[src/rtl/if_id_reg.sv]
// IF/ID pipeline register for an 8-bit fetch stream.
// It assembles two-byte instructions (opcode 4'hC_) with their immediate byte.
// Optional feature: define IF_ID_IMM_FETCH_EN to build in the opcode/immediate
// assembly FSM. When it is undefined, every byte is a one-byte instruction.
// Reset is asynchronous and active-high.
module if_id_reg (
  input  logic       clk,
  input  logic       rst,
  input  logic       stall,
  input  logic       flush,
  input  logic [7:0] instr_in,
  input  logic [7:0] pc_in,
  input  logic [7:0] pc_plus1_in,
  output logic [7:0] instr_out,
  output logic [7:0] imm_out,
  output logic [7:0] IP_out,
  output logic [7:0] pc_plus1_out,
  output logic       valid_out,
  output logic       imm_busy
);

  localparam int unsigned W = 8;

  // Registered stage contents
  logic [W-1:0] instr_q, instr_d;
  logic [W-1:0] ip_q, ip_d;
  logic [W-1:0] pc1_q, pc1_d;
  logic         valid_q, valid_d;

  assign instr_out    = instr_q;
  assign IP_out       = ip_q;
  assign pc_plus1_out = pc1_q;
  assign valid_out    = valid_q;

`ifdef IF_ID_IMM_FETCH_EN

  typedef enum logic {
    S_OP  = 1'b0,
    S_IMM = 1'b1
  } state_t;

  state_t       state_q, state_d;
  logic [W-1:0] hold_op_q, hold_op_d;
  logic [W-1:0] hold_pc_q, hold_pc_d;
  logic [W-1:0] imm_q, imm_d;
  logic         is_two_byte;

  assign is_two_byte = (instr_in[7:4] == 4'hC);
  assign imm_out     = imm_q;
  assign imm_busy    = (state_q == S_IMM);

  // State and partial-instruction hold registers
  always_ff @(posedge clk or posedge rst) begin
    if (rst) begin
      state_q   <= S_OP;
      hold_op_q <= '0;
      hold_pc_q <= '0;
    end else begin
      state_q   <= state_d;
      hold_op_q <= hold_op_d;
      hold_pc_q <= hold_pc_d;
    end
  end

  // Next state and next stage contents; priority is flush, then stall, then load
  always_comb begin
    state_d   = state_q;
    hold_op_d = hold_op_q;
    hold_pc_d = hold_pc_q;
    instr_d   = instr_q;
    imm_d     = imm_q;
    ip_d      = ip_q;
    pc1_d     = pc1_q;
    valid_d   = valid_q;

    if (flush) begin
      // Squash to a NOP but keep the PC context for interrupt return
      state_d   = S_OP;
      hold_op_d = '0;
      hold_pc_d = '0;
      instr_d   = '0;
      imm_d     = '0;
      valid_d   = 1'b0;
      ip_d      = pc_in;
      pc1_d     = pc_plus1_in;
    end else if (!stall) begin
      case (state_q)
        S_OP: begin
          if (is_two_byte) begin
            // Park the opcode and emit a bubble while the immediate is fetched
            state_d   = S_IMM;
            hold_op_d = instr_in;
            hold_pc_d = pc_in;
            instr_d   = '0;
            imm_d     = '0;
            valid_d   = 1'b0;
          end else begin
            instr_d = instr_in;
            imm_d   = '0;
            ip_d    = pc_in;
            pc1_d   = pc_plus1_in;
            valid_d = 1'b1;
          end
        end
        S_IMM: begin
          // The whole byte is data here; its upper nibble is not decoded
          state_d = S_OP;
          instr_d = hold_op_q;
          imm_d   = instr_in;
          ip_d    = hold_pc_q;
          pc1_d   = pc_plus1_in;
          valid_d = 1'b1;
        end
        default: begin
          state_d = S_OP;
        end
      endcase
    end
  end

  // Immediate output register
  always_ff @(posedge clk or posedge rst) begin
    if (rst) begin
      imm_q <= '0;
    end else begin
      imm_q <= imm_d;
    end
  end

`else

  assign imm_out  = '0;
  assign imm_busy = 1'b0;

  // Next stage contents for one-byte-only decode; flush beats stall
  always_comb begin
    instr_d = instr_q;
    ip_d    = ip_q;
    pc1_d   = pc1_q;
    valid_d = valid_q;

    if (flush) begin
      instr_d = '0;
      valid_d = 1'b0;
      ip_d    = pc_in;
      pc1_d   = pc_plus1_in;
    end else if (!stall) begin
      instr_d = instr_in;
      ip_d    = pc_in;
      pc1_d   = pc_plus1_in;
      valid_d = 1'b1;
    end
  end

`endif

  // Stage output registers
  always_ff @(posedge clk or posedge rst) begin
    if (rst) begin
      instr_q <= '0;
      ip_q    <= '0;
      pc1_q   <= '0;
      valid_q <= 1'b0;
    end else begin
      instr_q <= instr_d;
      ip_q    <= ip_d;
      pc1_q   <= pc1_d;
      valid_q <= valid_d;
    end
  end

endmodule

[config.mk]
export PLATFORM = sky130hd
export DESIGN_NAME = if_id_reg
export DESIGN_NICKNAME = d
export VERILOG_FILES = /design/src/rtl/if_id_reg.sv
export SDC_FILE = /design/constraint.sdc
export NUM_CORES = 1
export LEC_CHECK = 0
export ABC_AREA = 1
export BUFFER_PORTS_ARGS = -buffer_cell sky130_fd_sc_hd__buf_2
export CAP_MARGIN = 20
export CORE_AREA = 2 2 46 69
export DETAILED_ROUTE_END_ITERATION = 8
export DIE_AREA = 0 0 48 71
export PLACE_DENSITY = 0.8
export SLEW_MARGIN = 10
export SYNTH_ARGS = -nofsm -noshare
export SYNTH_HDL_FRONTEND = slang
export SYNTH_SLANG_ARGS = --single-unit
[constraint.sdc]
create_clock -name clk -period 1.36 [get_ports clk]
set_clock_uncertainty 0.1 [all_clocks]
set_input_delay 0.204 -clock clk [delete_from_list [all_inputs] [get_ports clk]]
set_output_delay 0.204 -clock clk [all_outputs]
set_load 0.005 [all_outputs]
# Word level (Yosys, flattened, before mapping)
# Cells that the tools add are included.
dict set report word_totals {
  in_bits 28
  ff_bits 25
  out_inout_bits 34
}
dict set report op_classes {
  mux 8
  n_eq_ne 1
}
# op count
set op_table {}
lappend op_table {{2-to-1 mux 8 bit} 6}
lappend op_table {{2-to-1 mux 1 bit} 2}
lappend op_table {{inequality test 2 x 1 -> 1 bit (second input constant)} 1}

# Logic depth before layout (Yosys ltp)
# Gate-level depths: netlist of run 1.
dict set report depth {
  ltp_word 2
  mapped_depth 5
}

# Worst setup path before layout of run 1
# No wires, ideal clock.
dict set report synth_path {
  kind {in2reg}
  start {input port stall}
  end {register ip_q[0], in the netlist IP_out[0]}
  required_ns 1.144
  arrival_time_ns 0.602
  cell_stages 5
  setup_slack_ns 0.541
  cell_sequence {buf_6 -> nand2_4 -> buf_6 -> nand2_1 -> nand2_1}
}
dict set report synth_via {
  elab_chain_cells 1
}
# item line_no
set synth_rtl {}
lappend synth_rtl {{start, declared} 9} ;# input logic stall,
lappend synth_rtl {{inequality test 2 x 1 -> 1 bit (no source line)} --}
lappend synth_rtl {{end signal, assigned} 166} ;# ip_q <= ip_d;
lappend synth_rtl {{end, declared} 26} ;# logic [W-1:0] ip_q, ip_d;
# Every way passes these cells.
# A chain may end at the register's enable or synchronous reset.

# Worst setup path in the final report of run 1
dict set report layout_path {
  start {register ip_q[3], in the netlist IP_out[3]}
  end {output port IP_out[3]}
}
# item line_no
set layout_rtl {}
lappend layout_rtl {{end, declared} 16} ;# output logic [7:0] IP_out,
# No word-level cell between the ends.

==> reports/summary.txt, run 1 <==
STATUS
--------------------------------------------------------------------------------
Run status ........................................................    completed

FINAL LAYOUT
--------------------------------------------------------------------------------
Synthesis-to-finish area growth ...................................        27.1%
Final nets ........................................................          203
Fraction of final layout cells with drive strength greater than 1 .        0.374
Total of fill cells in the finished design ........................          281
Number of diodes added for antenna fixing .........................            0

YOSYS
--------------------------------------------------------------------------------
Number of enable-type register cells in the synthesized netlist ...            0
Proportion of synthesized chip area in sequential cells ...........        0.566
Cell type with the highest aggregate area in the netlist .......... sky130_fd_sc_hd__dfrtp_1
Proportion of netlist area held by the largest area contributor ...        0.566
Total of flip-flops plus latches after synthesis ..................           25
Most numerous cell in the Yosys netlist ........................... sky130_fd_sc_hd__nand2_1
Warnings from Yosys ...............................................            0
Most instantiated flip-flop cell in the synthesis netlist ......... sky130_fd_sc_hd__dfrtp_1
Commonest cells in the synthesized netlist ........................ 38 x sky130_fd_sc_hd__nand2_1, 32 x sky130_fd_sc_hd__nand3_1, 25 x sky130_fd_sc_hd__dfrtp_1
Synthesized netlist cell count ....................................          120
Top area cells in the synthesized netlist ......................... sky130_fd_sc_hd__dfrtp_1 57%, sky130_fd_sc_hd__nand3_1 14%, sky130_fd_sc_hd__nand2_1 13%
Mean cell area of the mapped netlist ..............................     9.22 um2
Post-synthesis cell area ..........................................     1110 um2
Netlist cell types ................................................           11
Ys async rst share ................................................         1.00

FLOORPLANNING
--------------------------------------------------------------------------------
Total I/O pin count ...............................................           62
Initial core utilization ..........................................        0.388
Number of rows in the core area ...................................           24
Die area ..........................................................     3410 um2
Die height ........................................................        71 um
Die span in x .....................................................        48 um
Total core area ...................................................     2850 um2

STA
--------------------------------------------------------------------------------
Unrepaired setup endpoints after global routing ...................        false
Total negative slack ..............................................         0 ps
Fin. max-slew vios ................................................            0
Final setup violation count .......................................            0
Number of hold violations in the final report .....................            0
Part of the cycle the worst path needs ............................        0.808
Achievable clock frequency ........................................      910 MHz
Shortest clock period the worst path allows after layout ..........      1100 ps

ROUTE
--------------------------------------------------------------------------------
First-pass detailed-route iteration total .........................            4
DRC violations left ...............................................            0
Routed length per placed instance .................................      10.8 um
Post-DRT Antenna Nets .............................................            0
Drt first-iter violations .........................................           10
Total vias in the final route .....................................          959
Wire length reported by the detailed router .......................      2300 um
Average vias per placed instance ..................................         4.50

PWR
--------------------------------------------------------------------------------
Switching portion of total power ..................................        0.249
Total net switching power .........................................   0.000368 W
Clock Power Share .................................................        0.287
Power after layout ................................................    0.00148 W
Combinational Power Share .........................................        0.154
Portion of total power attributed to sequential cells .............        0.560
Cell leakage power ................................................     0.834 nW
Internal power consumption ........................................    0.00111 W
Cell area power density ...........................................  1050 nW/um2
Peak VDD IR .......................................................   0.000605 V

RUN
--------------------------------------------------------------------------------
Max-cap violation count ...........................................            0

PLACE
--------------------------------------------------------------------------------
Routability cong. .................................................        0.686
Port Buffer Count .................................................           52
Dpl hpwl ..........................................................      1790 um

SETUP PATH
--------------------------------------------------------------------------------
Data arrival at the endpoint of the critical path .................       790 ps
Worst path bufs/invs ..............................................            1
Required time at the endpoint of the critical path ................      1060 ps
Largest driver fanout on the critical path ........................            2
Slowest CP cell ................................................... sky130_fd_sc_hd__dfrtp_1
Worst setup EP type ...............................................  output port
Worst Setup Start Kind ............................................     register
Series of cell instances along the critical path ..................        buf_2
Delay of the slowest critical-path stage ..........................       400 ps
Type of the worst setup path ...................................... register to output port
Crit-path leading delay family ....................................   flip-flops

CLOCK TREE
--------------------------------------------------------------------------------
Clk_lat worst skew ................................................       260 ps
Total number of clock tree sinks ..................................           25
TritonCTS clock tree ..............................................        built
Root Driver ....................................................... sky130_fd_sc_hd__clkbuf_8
Post-CTS setup buffers ............................................            0
H-tree levels .....................................................            1
Post-CTS resize count .............................................            0
CTS clock-pin slew for the worst setup and hold paths .............        80 ps
Cts bufs inserted .................................................            3
Max Buffers Root-to-Sink ..........................................            2

GLOBAL ROUTE
--------------------------------------------------------------------------------
Via count of the first global-routing pass ........................          899
Wire length of the first global-routing pass ......................      3760 um
Most congested layer reported by global routing ...................         met2
GR Util met1 ......................................................        0.195
Pin count of the biggest net entering global routing ..............           26
Tot GR Track Use ..................................................        0.145
GR Layer Usage met3 ...............................................       0.0255
Global routing usage on met2 ......................................        0.237
Number of antenna violations at the first check in global routing .            0
Global route total overflow .......................................            0

HOLD PATH
--------------------------------------------------------------------------------
Hold crit path type ............................................... input port to register

## routing by layer
metal	share of wire	wire, um
met5	0	0
met4	0.0052	12
met3	0.067	155
met2	0.49	1130
met1	0.44	1000
## kinds of logic (layout without fill, tap and decap cells)
logic type	after synthesis	after routing	share of synthesized area
buffers and inverters	19	65	0.129
other	1	9	0.00339
flip-flops	25	25	0.566
AND/OR/NAND/NOR	75	75	0.302
## cells in the final DEF, fill, tap and decap left out
master                          count
sky130_fd_sc_hd__nor2_1             2
sky130_fd_sc_hd__dlygate4sd3_1      1
sky130_fd_sc_hd__nand2_1           38
sky130_fd_sc_hd__clkbuf_1           1
sky130_fd_sc_hd__clkbuf_8           3
sky130_fd_sc_hd__buf_4              5
sky130_fd_sc_hd__nand2_2            2
sky130_fd_sc_hd__conb_1             9
sky130_fd_sc_hd__nand2_4            1
sky130_fd_sc_hd__inv_2              2
sky130_fd_sc_hd__buf_2             52
sky130_fd_sc_hd__dfrtp_1           25
sky130_fd_sc_hd__nand3_1           32
sky130_fd_sc_hd__inv_1              1
## path summary, 6_finish.rpt
path | from | to | slack [ps] | cells past startpoint
worst max-delay path | IP_out[3] | IP_out[3] | 260 | 1
worst min-delay path | flush | valid_out | 10 | 2
worst max register to register | IP_out[3] | IP_out[3] | 610 | 2
worst min register to register | instr_out[4] | instr_out[4] | 410 | 2
max in group asynchronous | rst | instr_out[1] | 500 | 4
min in group asynchronous | rst | pc_plus1_out[7] | 420 | 4
## metrics by stage
step                hold slack (ps)  utilization  instances  setup slack, ps  area, um2
floorplan                       131            -        128              541       1140
global placement                168        0.474        208              383       1350
detailed placement              173        0.474        208              364       1350
CTS                            5.00        0.493        213              256       1410
global route                   10.1        0.493        213              237       1410
finish                         11.8        0.493        213              261       1410
## registers in the layout, summed over array words and instances, names as in the netlist
| name | flops |
|---|---|
| pc_plus1_out | 8 |
| IP_out | 8 |
| instr_out | 8 |
| valid_out | 1 |
## power by group through the flow
stage	registers [W]	logic, W	clock network, W
CTS	0.000829	0.000231	0.000436
global route	0.000833	0.000260	0.000467
floorplan	0.000845	0.000133	0
detailed placement	0.000842	0.000229	0
finish	0.000827	0.000227	0.000424
global placement	0.000843	0.000223	0
## layout make-up
| cell class | instances | area [um2] | share of cell area |
|---|---|---|---|
| Timing Repair Buffer | 58 | 308 | 0.219 |
| Tap cell | 39 | 48.8 | 0.0347 |
| Multi-Input combinational cell | 84 | 368 | 0.262 |
| Sequential cell | 25 | 626 | 0.445 |
| Inverter | 3 | 11.3 | 0.00801 |
| Clock buffer | 4 | 45.0 | 0.0320 |
## repair_timing
item                                    CTS  global route
hold buffers                              1             0
hold endpoints to repair                 25             0
endpoints found under the setup margin    0             0
No activity file was read; power rests on OpenSTA's default activity.
==> run 2: changes to the inputs <==
==> constraint.sdc (replaced) <==
create_clock -name clk -period 1.15 [get_ports clk]
set_clock_uncertainty 0.1 [all_clocks]
set_input_delay 0.1725 -clock clk [delete_from_list [all_inputs] [get_ports clk]]
set_output_delay 0.1725 -clock clk [all_outputs]
set_load 0.005 [all_outputs]
==> run 2 against run 1 <==
Effect of this change: clock-buffer cell count decreased by 1; combinational power rose by 33%; highest routed layer unchanged; power up 21%; routed wire length increased by 8.2%; largest cell class unchanged; critical endpoint is now IP_out[4]; critical path depth unchanged.
==> reports/summary.txt, run 2 (synthesized netlist as in run 1, its figures left out) <==
STATUS
--------------------------------------------------------------------------------
Run status ........................................................    completed

SETUP PATH
--------------------------------------------------------------------------------
Required time at the endpoint of the critical path ................       880 ps
Crit-path leading delay family ....................................   flip-flops
R2R depth .........................................................            2
Largest driver fanout on the critical path ........................            2
Data arrival at the endpoint of the critical path .................       800 ps
R2R Setup Slk .....................................................       410 ps
End of the worst register-to-register path ........................    valid_out
Delay of the slowest critical-path stage ..........................       400 ps
Worst R2R Start ...................................................    valid_out
Worst path bufs/invs ..............................................            1
Worst Setup Start Kind ............................................     register
Slowest CP cell ................................................... sky130_fd_sc_hd__dfrtp_1
Worst setup EP type ...............................................  output port
Type of the worst setup path ...................................... register to output port
Series of cell instances along the critical path ..................        buf_2

FLOORPLANNING
--------------------------------------------------------------------------------
Total I/O pin count ...............................................           62
Die height ........................................................        71 um
Die area ..........................................................     3410 um2
Initial core utilization ..........................................        0.388
Total core area ...................................................     2850 um2
Number of rows in the core area ...................................           24
Die span in x .....................................................        48 um

GLOBAL ROUTE
--------------------------------------------------------------------------------
Number of antenna violations at the first check in global routing .            0
Global routing usage on met2 ......................................        0.253
Wire length of the first global-routing pass ......................      4220 um
Via count of the first global-routing pass ........................          975
GR Util met1 ......................................................        0.234
GR Layer Usage met3 ...............................................       0.0357
Pin count of the biggest net entering global routing ..............           26
Tot GR Track Use ..................................................        0.168
Global route total overflow .......................................            0
Most congested layer reported by global routing ...................         met2

FINAL LAYOUT
--------------------------------------------------------------------------------
Leading cell types in the layout, fill and taps excluded .......... 52 x sky130_fd_sc_hd__buf_2, 38 x sky130_fd_sc_hd__nand2_1, 32 x sky130_fd_sc_hd__nand3_1, 25 x sky130_fd_sc_hd__dfrtp_1, 13 x sky130_fd_sc_hd__dlygate4sd3_1
Synthesis-to-finish area growth ...................................        38.3%
Final nets ........................................................          215
Post-route non-filler standard cell count .........................          225
Flip-flop and latch area ..........................................      626 um2
Fraction of final layout cells with drive strength greater than 1 .        0.355
Area of the multi-input gates .....................................      368 um2
Most common cell after layout, fill and taps aside ................ sky130_fd_sc_hd__buf_2
Number of diodes added for antenna fixing .........................            0
Total of fill cells in the finished design ........................          261

ROUTE
--------------------------------------------------------------------------------
Drt first-iter violations .........................................           36
Total vias in the final route .....................................         1010
First-pass detailed-route iteration total .........................            6
Wire length reported by the detailed router .......................      2490 um
DRC violations left ...............................................            0
Average vias per placed instance ..................................         4.49
Routed length per placed instance .................................      11.0 um
Post-DRT Antenna Nets .............................................            0

STA
--------------------------------------------------------------------------------
PnR worst setup slack .............................................      76.6 ps
Number of hold violations in the final report .....................            0
Achievable clock frequency ........................................      932 MHz
Part of the cycle the worst path needs ............................        0.933
Minimum hold slack ................................................      3.44 ps
Final setup violation count .......................................            0
Unrepaired setup endpoints after global routing ...................        false
Fin. max-slew vios ................................................            0
Shortest clock period the worst path allows after layout ..........      1070 ps
Total negative slack ..............................................         0 ps

HOLD PATH
--------------------------------------------------------------------------------
Hold crit path type ............................................... input port to register
Hold Crit Depth ...................................................            3
Hold Path Origin ..................................................     pc_in[0]
Endpoint of the worst hold-timing path ............................    IP_out[0]

CLOCK TREE
--------------------------------------------------------------------------------
Total number of clock tree sinks ..................................           25
TritonCTS clock tree ..............................................        built
Root Driver ....................................................... sky130_fd_sc_hd__clkbuf_8
Max Buffers Root-to-Sink ..........................................            2
CTS clock-pin slew for the worst setup and hold paths .............        90 ps
Cts bufs inserted .................................................            3
Clk_lat worst skew ................................................       260 ps
H-tree levels .....................................................            1
Post-CTS setup buffers ............................................            0

PWR
--------------------------------------------------------------------------------
Peak VDD IR .......................................................    0.00101 V
Cell area power density ...........................................  1170 nW/um2
Cell leakage power ................................................     0.883 nW

PLACE
--------------------------------------------------------------------------------
Routability cong. .................................................        0.708
Dpl hpwl ..........................................................      1730 um
Port Buffer Count .................................................           52
Placed Instances ..................................................          208
Post-placement setup slack ........................................       182 ps

RUN
--------------------------------------------------------------------------------
Max-cap violation count ...........................................            0

==> run 2: changes by cell type in the layout (fill, tap and decap cells not counted), sizes merged <==
| cell | delta |
|---|---|
| clkinvlp | +1 |
| dlygate4sd3 | +12 |
| clkbuf | -1 |
==> run 2: metrics by stage <==
stage / total power [W] / cell area [um2] / utilization
2_1_floorplan: 0.00116 / 1140 / -
3_3_place_gp: 0.00126 / 1350 / 0.474
3_5_place_dp: 0.00127 / 1350 / 0.474
4_1_cts: 0.00181 / 1530 / 0.536
5_1_grt: 0.00190 / 1530 / 0.536
6_report: 0.00180 / 1530 / 0.536
==> run 2: worst max path at each step <==
stage | from | cells after the start | endpoint | slack (ps)
2_1_floorplan | stall | 5 | IP_out[0] | 360
3_3_place_gp | flush | 5 | pc_plus1_out[1] | 210
3_5_place_dp | flush | 5 | instr_out[5] | 180
4_1_cts | valid_out | 1 | valid_out | 80
5_1_grt | valid_out | 1 | valid_out | 40
6_report | IP_out[4] | 1 | IP_out[4] | 80
==> run 2: layout make-up <==
class | count | share of cell area
well taps | 39 | 0.0319
clock buffers | 3 | 0.0270
multi-input cells | 84 | 0.240
inverters | 3 | 0.00736
repair buffers | 70 | 0.280
clock inverters | 1 | 0.00491
flip-flops and latches | 25 | 0.409
==> run 2: layer usage <==
metal,part of all wire,vias to the layer above
met4,0.0068,0
li1,-,499
met5,0,-
met3,0.079,2
met1,0.42,469
met2,0.50,40
==> run 2: report_power, final <==
part | internal (W) | switching (W)
registers | 0.000943 | 0.0000368
clock network | 0.000245 | 0.000269
logic | 0.000150 | 0.000152
==> run 2: repair_timing <==
action / CTS / global route
hold buffers: 13 / 0
resized for setup: 0 / 0
hold endpoints to repair: 37 / 0
